## src/rtl/tcp_ctrl_pkg.sv

```systemverilog
// Shared types and constants for the single-connection TCP receive controller.
package tcp_ctrl_pkg;

    typedef enum logic [2:0] {
        ST_CLOSED      = 3'd0,
        ST_LISTEN      = 3'd1,
        ST_SYN_RCVD    = 3'd2,
        ST_ESTABLISHED = 3'd3,
        ST_LAST_ACK    = 3'd4
    } conn_state_e;

    localparam int FLAG_FIN = 0;
    localparam int FLAG_SYN = 1;
    localparam int FLAG_RST = 2;
    localparam int FLAG_ACK = 4;

    localparam logic [7:0] REQ_ACK     = 8'h10;
    localparam logic [7:0] REQ_FIN_ACK = 8'h11;
    localparam logic [7:0] REQ_SYN_ACK = 8'h12;

    function automatic logic [15:0] sat_inc16(input logic [15:0] value);
        if (value == 16'hFFFF) begin
            return value;
        end else begin
            return value + 16'd1;
        end
    endfunction

endpackage

```

## src/rtl/tcp_rx_conn_ctrl_seg_check.sv

```systemverilog
// Combinational segment qualification: port/checksum validity and in-order test.
module tcp_seg_check
    import tcp_ctrl_pkg::*;
(
    input  conn_state_e  state,
    input  logic [15:0]  local_port,
    input  logic [15:0]  peer_port,
    input  logic [31:0]  rcv_nxt,
    input  logic [15:0]  src_port,
    input  logic [15:0]  dst_port,
    input  logic [31:0]  seq_num,
    input  logic         checksum_ok,
    output logic         valid,
    output logic         in_order
);

    // Before a peer is bound (LISTEN) any source port is acceptable
    assign valid = checksum_ok
                && (dst_port == local_port)
                && (state != ST_CLOSED)
                && ((state == ST_LISTEN) || (src_port == peer_port));

    assign in_order = (seq_num == rcv_nxt);

endmodule

```

## src/rtl/tcp_rx_conn_ctrl.sv

```systemverilog
// Passive-open TCP receive connection controller: per-segment commit/drop,
// sequence tracking and SYN-ACK / ACK / FIN-ACK request generation.
module tcp_rx_conn_ctrl
    import tcp_ctrl_pkg::*;
#(
    parameter logic [31:0] ISS         = 32'h0000_1000,
    parameter logic [15:0] RX_WINDOW   = 16'd4096,
    parameter int unsigned SYN_TIMEOUT = 100000
) (
    input  logic        clk,
    input  logic        rst_n,
    input  logic        cfg_enable,
    input  logic [15:0] cfg_local_port,
    input  logic        meta_valid,
    output logic        meta_ready,
    input  logic [15:0] meta_src_port,
    input  logic [15:0] meta_dst_port,
    input  logic [31:0] meta_seq_num,
    input  logic [31:0] meta_ack_num,
    input  logic [7:0]  meta_flags,
    input  logic [15:0] meta_window_size,
    input  logic [15:0] meta_payload_len,
    input  logic        meta_checksum_ok,
    output logic        pl_commit,
    output logic        pl_drop,
    output logic        ack_req_valid,
    input  logic        ack_req_ready,
    output logic [7:0]  ack_req_flags,
    output logic [31:0] ack_req_seq,
    output logic [31:0] ack_req_ack,
    output logic [15:0] ack_req_dst_port,
    output logic [15:0] ack_req_window,
    output logic [2:0]  conn_state,
    output logic [31:0] rcv_nxt,
    output logic [31:0] snd_nxt,
    output logic [15:0] peer_port,
    output logic [15:0] peer_window,
    output logic [15:0] drop_count
);

    localparam int TIMER_W = $clog2(SYN_TIMEOUT + 1);
    localparam logic [TIMER_W-1:0] TIMER_LAST = TIMER_W'(SYN_TIMEOUT - 1);

    conn_state_e        state_r, state_next_s;
    logic [31:0]        rcv_nxt_r, rcv_nxt_next_s, snd_nxt_r, snd_nxt_next_s, rcv_sum_s;
    logic [15:0]        peer_port_r, peer_port_next_s, peer_window_r, peer_window_next_s, drop_count_r;
    logic               pl_commit_r, pl_drop_r, commit_s, drop_s, count_drop_s;
    logic               req_gen_s;
    logic [7:0]         req_flags_s;
    logic [31:0]        req_seq_s, req_ack_s;
    logic               ack_req_valid_r;
    logic [7:0]         ack_req_flags_r;
    logic [31:0]        ack_req_seq_r, ack_req_ack_r;
    logic [15:0]        ack_req_dst_r;
    logic [TIMER_W-1:0] timer_r;
    logic               hs_s, seg_valid_s, seg_in_order_s, seg_ok_s, rst_ok_s;
    logic               f_fin, f_syn, f_rst, f_ack, ack_match_s, est_fin_s, est_path_s, timeout_s;
    logic               unused_flags_s;

    tcp_seg_check u_seg_check (
        .state       (state_r),
        .local_port  (cfg_local_port),
        .peer_port   (peer_port_r),
        .rcv_nxt     (rcv_nxt_r),
        .src_port    (meta_src_port),
        .dst_port    (meta_dst_port),
        .seq_num     (meta_seq_num),
        .checksum_ok (meta_checksum_ok),
        .valid       (seg_valid_s),
        .in_order    (seg_in_order_s)
    );

    assign f_fin          = meta_flags[FLAG_FIN];
    assign f_syn          = meta_flags[FLAG_SYN];
    assign f_rst          = meta_flags[FLAG_RST];
    assign f_ack          = meta_flags[FLAG_ACK];
    assign unused_flags_s = ^{meta_flags[7:5], meta_flags[3]};

    assign meta_ready  = !ack_req_valid_r;
    assign hs_s        = meta_valid && meta_ready;
    assign seg_ok_s    = seg_valid_s && cfg_enable;
    assign ack_match_s = f_ack && (meta_ack_num == snd_nxt_r);
    assign est_fin_s   = seg_in_order_s && f_fin;
    assign rcv_sum_s   = rcv_nxt_r + {16'd0, meta_payload_len};
    assign rst_ok_s    = f_rst && seg_in_order_s
                      && (state_r inside {ST_SYN_RCVD, ST_ESTABLISHED, ST_LAST_ACK});
    // Any accepted segment takes precedence over the SYN_RCVD timeout
    assign timeout_s   = (state_r == ST_SYN_RCVD) && (timer_r == TIMER_LAST) && !hs_s;

    // Connection state register
    always_ff @(posedge clk or negedge rst_n) begin
        if (!rst_n) begin
            state_r <= ST_CLOSED;
        end else begin
            state_r <= state_next_s;
        end
    end

    // Next-state selection
    always_comb begin
        state_next_s = state_r;
        if (!cfg_enable) begin
            state_next_s = ST_CLOSED;
        end else if (hs_s && seg_ok_s) begin
            if (rst_ok_s) begin
                state_next_s = ST_LISTEN;
            end else if (f_rst) begin
                state_next_s = state_r;
            end else begin
                case (state_r)
                    ST_LISTEN: begin
                        if (f_syn && !f_ack) begin
                            state_next_s = ST_SYN_RCVD;
                        end else begin
                            state_next_s = state_r;
                        end
                    end
                    ST_SYN_RCVD: begin
                        if (ack_match_s) begin
                            state_next_s = est_fin_s ? ST_LAST_ACK : ST_ESTABLISHED;
                        end else begin
                            state_next_s = state_r;
                        end
                    end
                    ST_ESTABLISHED: begin
                        if (est_fin_s) begin
                            state_next_s = ST_LAST_ACK;
                        end else begin
                            state_next_s = state_r;
                        end
                    end
                    ST_LAST_ACK: begin
                        if (ack_match_s) begin
                            state_next_s = ST_LISTEN;
                        end else begin
                            state_next_s = state_r;
                        end
                    end
                    default: state_next_s = state_r;
                endcase
            end
        end else if (state_r == ST_CLOSED) begin
            state_next_s = ST_LISTEN;
        end else if (timeout_s) begin
            state_next_s = ST_LISTEN;
        end else begin
            state_next_s = state_r;
        end
    end

    // Per-segment decision, sequencing updates and request contents
    always_comb begin
        rcv_nxt_next_s     = rcv_nxt_r;
        snd_nxt_next_s     = snd_nxt_r;
        peer_port_next_s   = peer_port_r;
        peer_window_next_s = peer_window_r;
        commit_s           = 1'b0;
        drop_s             = 1'b0;
        count_drop_s       = 1'b0;
        req_gen_s          = 1'b0;
        req_flags_s        = REQ_ACK;
        req_seq_s          = snd_nxt_r;
        req_ack_s          = rcv_nxt_r;
        est_path_s         = 1'b0;
        if (hs_s) begin
            if (!seg_ok_s || (f_rst && !rst_ok_s)) begin
                drop_s       = 1'b1;
                count_drop_s = 1'b1;
            end else if (rst_ok_s) begin
                drop_s           = 1'b1;
                peer_port_next_s = 16'd0;
            end else begin
                case (state_r)
                    ST_LISTEN: begin
                        if (f_syn && !f_ack) begin
                            commit_s         = 1'b1;
                            peer_port_next_s = meta_src_port;
                            rcv_nxt_next_s   = meta_seq_num + 32'd1;
                            snd_nxt_next_s   = ISS + 32'd1;
                            req_gen_s        = 1'b1;
                            req_flags_s      = REQ_SYN_ACK;
                            req_seq_s        = ISS;
                            req_ack_s        = meta_seq_num + 32'd1;
                        end else begin
                            drop_s       = 1'b1;
                            count_drop_s = 1'b1;
                        end
                    end
                    ST_SYN_RCVD: begin
                        if (ack_match_s) begin
                            est_path_s = 1'b1;
                        end else begin
                            drop_s       = 1'b1;
                            count_drop_s = 1'b1;
                        end
                    end
                    ST_ESTABLISHED: est_path_s = 1'b1;
                    ST_LAST_ACK: begin
                        if (ack_match_s) begin
                            commit_s         = 1'b1;
                            peer_port_next_s = 16'd0;
                        end else begin
                            drop_s       = 1'b1;
                            count_drop_s = 1'b1;
                        end
                    end
                    default: begin
                        drop_s       = 1'b1;
                        count_drop_s = 1'b1;
                    end
                endcase

                // ESTABLISHED rules, also reached by the ACK that completes the handshake
                if (est_path_s) begin
                    peer_window_next_s = meta_window_size;
                    if (seg_in_order_s) begin
                        commit_s = 1'b1;
                        if (f_fin) begin
                            rcv_nxt_next_s = rcv_sum_s + 32'd1;
                            snd_nxt_next_s = snd_nxt_r + 32'd1;
                            req_gen_s      = 1'b1;
                            req_flags_s    = REQ_FIN_ACK;
                            req_ack_s      = rcv_sum_s + 32'd1;
                        end else begin
                            rcv_nxt_next_s = rcv_sum_s;
                            req_gen_s      = (meta_payload_len != 16'd0);
                            req_ack_s      = rcv_sum_s;
                        end
                    end else begin
                        drop_s       = 1'b1;
                        count_drop_s = 1'b1;
                        req_gen_s    = 1'b1;
                    end
                end else begin
                    peer_window_next_s = peer_window_r;
                end
            end
        end else begin
            commit_s = 1'b0;
        end
    end

    // Sequencing context, decision pulses and drop counter
    always_ff @(posedge clk or negedge rst_n) begin
        if (!rst_n) begin
            rcv_nxt_r     <= 32'd0;
            snd_nxt_r     <= 32'd0;
            peer_port_r   <= 16'd0;
            peer_window_r <= 16'd0;
            pl_commit_r   <= 1'b0;
            pl_drop_r     <= 1'b0;
            drop_count_r  <= 16'd0;
        end else begin
            rcv_nxt_r     <= rcv_nxt_next_s;
            snd_nxt_r     <= snd_nxt_next_s;
            peer_port_r   <= peer_port_next_s;
            peer_window_r <= peer_window_next_s;
            pl_commit_r   <= commit_s;
            pl_drop_r     <= drop_s;
            if (count_drop_s) begin
                drop_count_r <= sat_inc16(drop_count_r);
            end else begin
                drop_count_r <= drop_count_r;
            end
        end
    end

    // SYN_RCVD dwell timer, cleared on entry and on exit
    always_ff @(posedge clk or negedge rst_n) begin
        if (!rst_n) begin
            timer_r <= '0;
        end else if ((state_r != ST_SYN_RCVD) || (state_next_s != ST_SYN_RCVD)) begin
            timer_r <= '0;
        end else if (timer_r != TIMER_LAST) begin
            timer_r <= timer_r + TIMER_W'(1);
        end else begin
            timer_r <= timer_r;
        end
    end

    // Outgoing request register, held until the TX path accepts it
    always_ff @(posedge clk or negedge rst_n) begin
        if (!rst_n) begin
            ack_req_valid_r <= 1'b0;
            ack_req_flags_r <= 8'd0;
            ack_req_seq_r   <= 32'd0;
            ack_req_ack_r   <= 32'd0;
            ack_req_dst_r   <= 16'd0;
        end else if (hs_s && req_gen_s) begin
            ack_req_valid_r <= 1'b1;
            ack_req_flags_r <= req_flags_s;
            ack_req_seq_r   <= req_seq_s;
            ack_req_ack_r   <= req_ack_s;
            ack_req_dst_r   <= meta_src_port;
        end else if (ack_req_valid_r && ack_req_ready) begin
            ack_req_valid_r <= 1'b0;
        end else begin
            ack_req_valid_r <= ack_req_valid_r;
        end
    end

    assign pl_commit        = pl_commit_r;
    assign pl_drop          = pl_drop_r;
    assign ack_req_valid    = ack_req_valid_r;
    assign ack_req_flags    = ack_req_flags_r;
    assign ack_req_seq      = ack_req_seq_r;
    assign ack_req_ack      = ack_req_ack_r;
    assign ack_req_dst_port = ack_req_dst_r;
    assign ack_req_window   = ack_req_valid_r ? RX_WINDOW : 16'd0;
    assign conn_state       = state_r;
    assign rcv_nxt          = rcv_nxt_r;
    assign snd_nxt          = snd_nxt_r;
    assign peer_port        = peer_port_r;
    assign peer_window      = peer_window_r;
    assign drop_count       = drop_count_r;

endmodule
```

## config.mk

```make
export PLATFORM = sky130hd
export DESIGN_NAME = tcp_rx_conn_ctrl
export DESIGN_NICKNAME = d
export VERILOG_FILES = /design/src/rtl/tcp_ctrl_pkg.sv /design/src/rtl/tcp_rx_conn_ctrl_seg_check.sv /design/src/rtl/tcp_rx_conn_ctrl.sv
export SDC_FILE = /design/constraint.sdc
export NUM_CORES = 1
export LEC_CHECK = 0
export CAP_MARGIN = 0
export CORE_MARGIN = 4
export CORE_UTILIZATION = 54
export CTS_BUF_LIST = sky130_fd_sc_hd__clkbuf_4 sky130_fd_sc_hd__clkbuf_8
export DETAILED_ROUTE_END_ITERATION = 10
export GPL_TIMING_DRIVEN = 0
export PLACE_DENSITY = 0.95
export REMOVE_ABC_BUFFERS = 1
export SYNTH_ARGS = -nofsm -noshare
export SYNTH_HDL_FRONTEND = slang
export SYNTH_SLANG_ARGS = --single-unit
```

## constraint.sdc

```tcl
create_clock -name clk -period 11.7 [get_ports clk]
set_clock_uncertainty 0.2 [all_clocks]
set_input_delay 3.51 -clock clk [delete_from_list [all_inputs] [get_ports clk]]
set_output_delay 3.51 -clock clk [all_outputs]
set_load 0.005 [all_outputs]
```

==> impl_metrics.tcl <==
set metrics [dict create \
    globalRouteOverflowTotal 0 \
    pwr-share-seq_pct 43.6 \
    grtUsageTotal_pct 32.90 \
    dieHeight_um 166.2 \
    place_congestion 1.026 \
    initial_utilization_pct 55.23 \
    syn-instance-count 1541 \
    tritoncts_num_sinks 218 \
    cp_cell_sequence "clkdlybuf4s50_1, xnor2_1, nand4_1, nor4_1, o211a_1, and2_1, o21ai_4, buf_16, buf_12, clkinv_2, nand2_1, o221ai_1" \
    remaining_routing_drc_violations 0 \
    cts-root-to-sink-buffers 3 \
    synth_largest_type_area_fraction_pct 40.38 \
    antenna_violating_nets_post_route 0 \
    maxSlewHeadroom_pct 7.706 \
    crit_path_top_delay_cell "sky130_fd_sc_hd__and2_1" \
    cts_hold_buf 0 \
    final_min_period_over_clock_period_pct 69.71 \
    maximum_clock_frequency_mhz 122.6 \
    worstHoldPathType "flip-flop to flip-flop" \
    dp_slack_ns 3.084 \
    timing.final.max_slew_violations 0 \
    setup-violations-final 0 \
    crit_path_max_incr_delay_ns 0.95 \
    drt_iter0_markers 1381 \
    synth_flop_cell "sky130_fd_sc_hd__dfrtp_1" \
    synthesis.yosys.warnings 0 \
    synth_commonest_cells "288 x sky130_fd_sc_hd__nand2_1, 218 x sky130_fd_sc_hd__dfrtp_1, 128 x sky130_fd_sc_hd__xnor2_1" \
    p_sw_share_pct 25.24 \
    critPathMaxFanout 43 \
    cts_resized 0 \
    grt_start_max_net_pins 123 \
    leakagePower_nw 7.442 \
    setup.worst_path.end_class "flip-flop" \
    clock_tree_from_tritoncts "built" \
    fp.dieArea_um2 27610 \
    clock_share_of_power_pct 44.8 \
    grt_pass1_wl_mm 74.46 \
    synthesis.area_per_instance_um2 8.767 \
    grt_antenna_before_repair 0 \
    postCtsSetupBuffers 0 \
    clk-insertion-delay-late_ns 0.56 \
    unrepaired_setup_endpoints_after_global_routing "no" \
    ys_seq_area_share_pct 40.38 \
    timing_worst_setup_path_type "input port to flip-flop" \
    netlist_top_cells_area "sky130_fd_sc_hd__dfrtp_1 40%, sky130_fd_sc_hd__xnor2_1 8.3%, sky130_fd_sc_hd__nand2_1 8.0%" \
    vias_per_cell 6.102 \
    die_width_um 166.2 \
    yosysMostFrequentCell "sky130_fd_sc_hd__nand2_1" \
    syn_to_final_growth_pct 34.52 \
    number_of_enable_type_register_cells_in_the_synthesized_netlist 0 \
    power_mw 1.789 \
    final_nets 2049 \
    worst_hold_slack_ns 0.2621 \
    drt_pre_antenna_iters 6 \
    tightestPinTransition_ns 1.383 \
    synth.ff_latch_count 218 \
    run_status "complete, no violations" \
    synth.distinct_cells 91 \
    core_region_area_um2 24460 \
    min_period_ns 8.156 \
    worstSetupStartpointType "input port" \
    netlist_area_um2 13510 \
    cts_root_buffer "sky130_fd_sc_hd__clkbuf_8" \
    p_sw_uw 451.4 \
    grt_pass1_vias 13580 \
    n_antenna_cell 0 \
    stdcell_count 2218 \
    clock_tree.htree_level_count 2 \
    io_pins 381 \
    timing.final.ws_setup_ns 3.544 \
    tritoncts.num_buffers 40 \
    p_per_area_nw_per_um2 98.42 \
    p_int_mw 1.337 \
    post-place-cells 2151 \
    layout-drive-gt1-share_pct 7.761 \
    detailedPlacementHpwl_mm 34.11 \
    synthArstFlopShare_pct 100.0 \
    fill_cells 1652 \
    yosysTopAreaCell "sky130_fd_sc_hd__dfrtp_1" \
    routed_wire_length_per_instance_um 21.40 \
    timing.critical_path.required_ns 11.94 \
    max_cap_violations 0 \
    placementRows 57 \
    timing.critical_path.arrival_ns 8.40 \
    peakVddDrop_v 0.00008963 \
    timing.final.hold_violations 0 \
    routed_wirelength_mm 47.47 \
    worst_setup_hold_path_clk_slew_ns 0.06 \
    comb_power_share_pct 11.6 \
    port-buffer-count 356 \
    via_count 13530 \
]
## area by class of cell
| class | count | area [um2] | area share, % |
|---|---|---|---|
| Clock inverter | 6 | 92.59 | 0.5094 |
| Timing Repair Buffer | 366 | 3751 | 20.64 |
| Inverter | 13 | 50.05 | 0.2754 |
| Sequential cell | 218 | 5455 | 30.02 |
| Tap cell | 324 | 405.4 | 2.230 |
| Clock buffer | 61 | 770.7 | 4.241 |
| Multi-Input combinational cell | 1230 | 7650 | 42.09 |
## registers in the layout (all words and copies together) (netlist names)
register / count
drop_count: 16
timer_r: 17
ack_req_seq: 32
ack_req_flags: 3
pl_commit: 1
pl_drop: 1
peer_port: 16
rcv_nxt: 32
ack_req_valid: 1
peer_window: 16
conn_state: 3
ack_req_dst_port: 16
snd_nxt: 32
ack_req_ack: 32
## worst paths after layout
path,start,to,slack [ns],cells past startpoint
max,meta_src_port[6],ack_req_ack[31],3.54,12
min,ack_req_flags[4],ack_req_flags[4],0.26,1
max reg2reg,rcv_nxt[31],ack_req_ack[31],6.59,12
min reg2reg,ack_req_flags[4],ack_req_flags[4],0.26,1
max in group asynchronous,rst_n,ack_req_seq[16],7.47,2
min in group asynchronous,rst_n,ack_req_ack[11],2.74,1
## power groups by stage
stage | combinational, mW | clock, mW | sequential (mW)
4_1_cts | 0.206 | 0.811 | 0.780
2_1_floorplan | 0.0727 | 0 | 0.792
6_report | 0.207 | 0.802 | 0.780
3_3_place_gp | 0.194 | 0 | 0.792
5_1_grt | 0.222 | 0.842 | 0.782
3_5_place_dp | 0.203 | 0 | 0.793
## kinds of logic (layout without fill, tap and decap cells)
kind of cell | after synthesis | in the layout | share of synthesized area [%]
and+or+nand+nor | 642 | 642 | 22.70
DFF | 218 | 218 | 40.38
buffers and inverters | 112 | 446 | 3.880
adders and majority gates | 22 | 22 | 2.093
other | 1 | 20 | 0.02776
xor gates and xnor gates | 208 | 208 | 13.48
muxes | 36 | 36 | 2.982
AOI/OAI and AO/OA | 302 | 302 | 14.46
## worst max-delay path: cells and delay by family
| kind | cells | cell delay, ns |
|---|---|---|
| xor+xnor | 1 | 0.16 |
| compound gates | 3 | 1.03 |
| buf+inv | 4 | 1.66 |
| simple gates | 4 | 2.01 |
## routing by layer
layer / routed length, um / up-vias / GRT usage, %
li1: - / 6051 / -
met2: 23070 / 818 / 56.43
met3: 4123 / 161 / 6.903
met4: 2016 / 0 / 13.34
met5: 0 / - / 0
met1: 18250 / 6504 / 40.62
## placed cells by master, fill, tap and decap left out, types with 13 or more instances in the layout
cell type                         synthesis  final
sky130_fd_sc_hd__clkbuf_8                 0     50
sky130_fd_sc_hd__and2_1                  15     15
sky130_fd_sc_hd__nand4_1                 48     48
sky130_fd_sc_hd__nor4_1                  23     23
sky130_fd_sc_hd__a22oi_1                 13     13
sky130_fd_sc_hd__a21oi_1                 50     50
sky130_fd_sc_hd__o31ai_1                 19     19
sky130_fd_sc_hd__dfrtp_1                218    218
sky130_fd_sc_hd__nand3_1                 56     55
sky130_fd_sc_hd__and3_1                  27     27
sky130_fd_sc_hd__nor3_1                  25     23
sky130_fd_sc_hd__mux2_2                  30     30
sky130_fd_sc_hd__clkdlybuf4s50_1          0    355
sky130_fd_sc_hd__ha_1                    21     21
sky130_fd_sc_hd__nor2_1                  95     95
sky130_fd_sc_hd__conb_1                   1     20
sky130_fd_sc_hd__xor2_1                  80     80
sky130_fd_sc_hd__o22ai_1                 15     15
sky130_fd_sc_hd__xnor2_1                128    128
sky130_fd_sc_hd__nand2_1                288    288
sky130_fd_sc_hd__o21ai_0                110    110
## per-stage QoR
step / area [um2] / setup TNS [ns] / util [%]
finish: 18170 / 0 / 74.30
CTS: 18160 / 0 / 74.25
floorplan: 13110 / 0 / -
global placement: 17080 / -736.73 / 69.80
detailed placement: 17300 / 0 / 70.72
global route: 18170 / 0 / 74.30
Note: power is estimated with default switching activity, not from simulation.
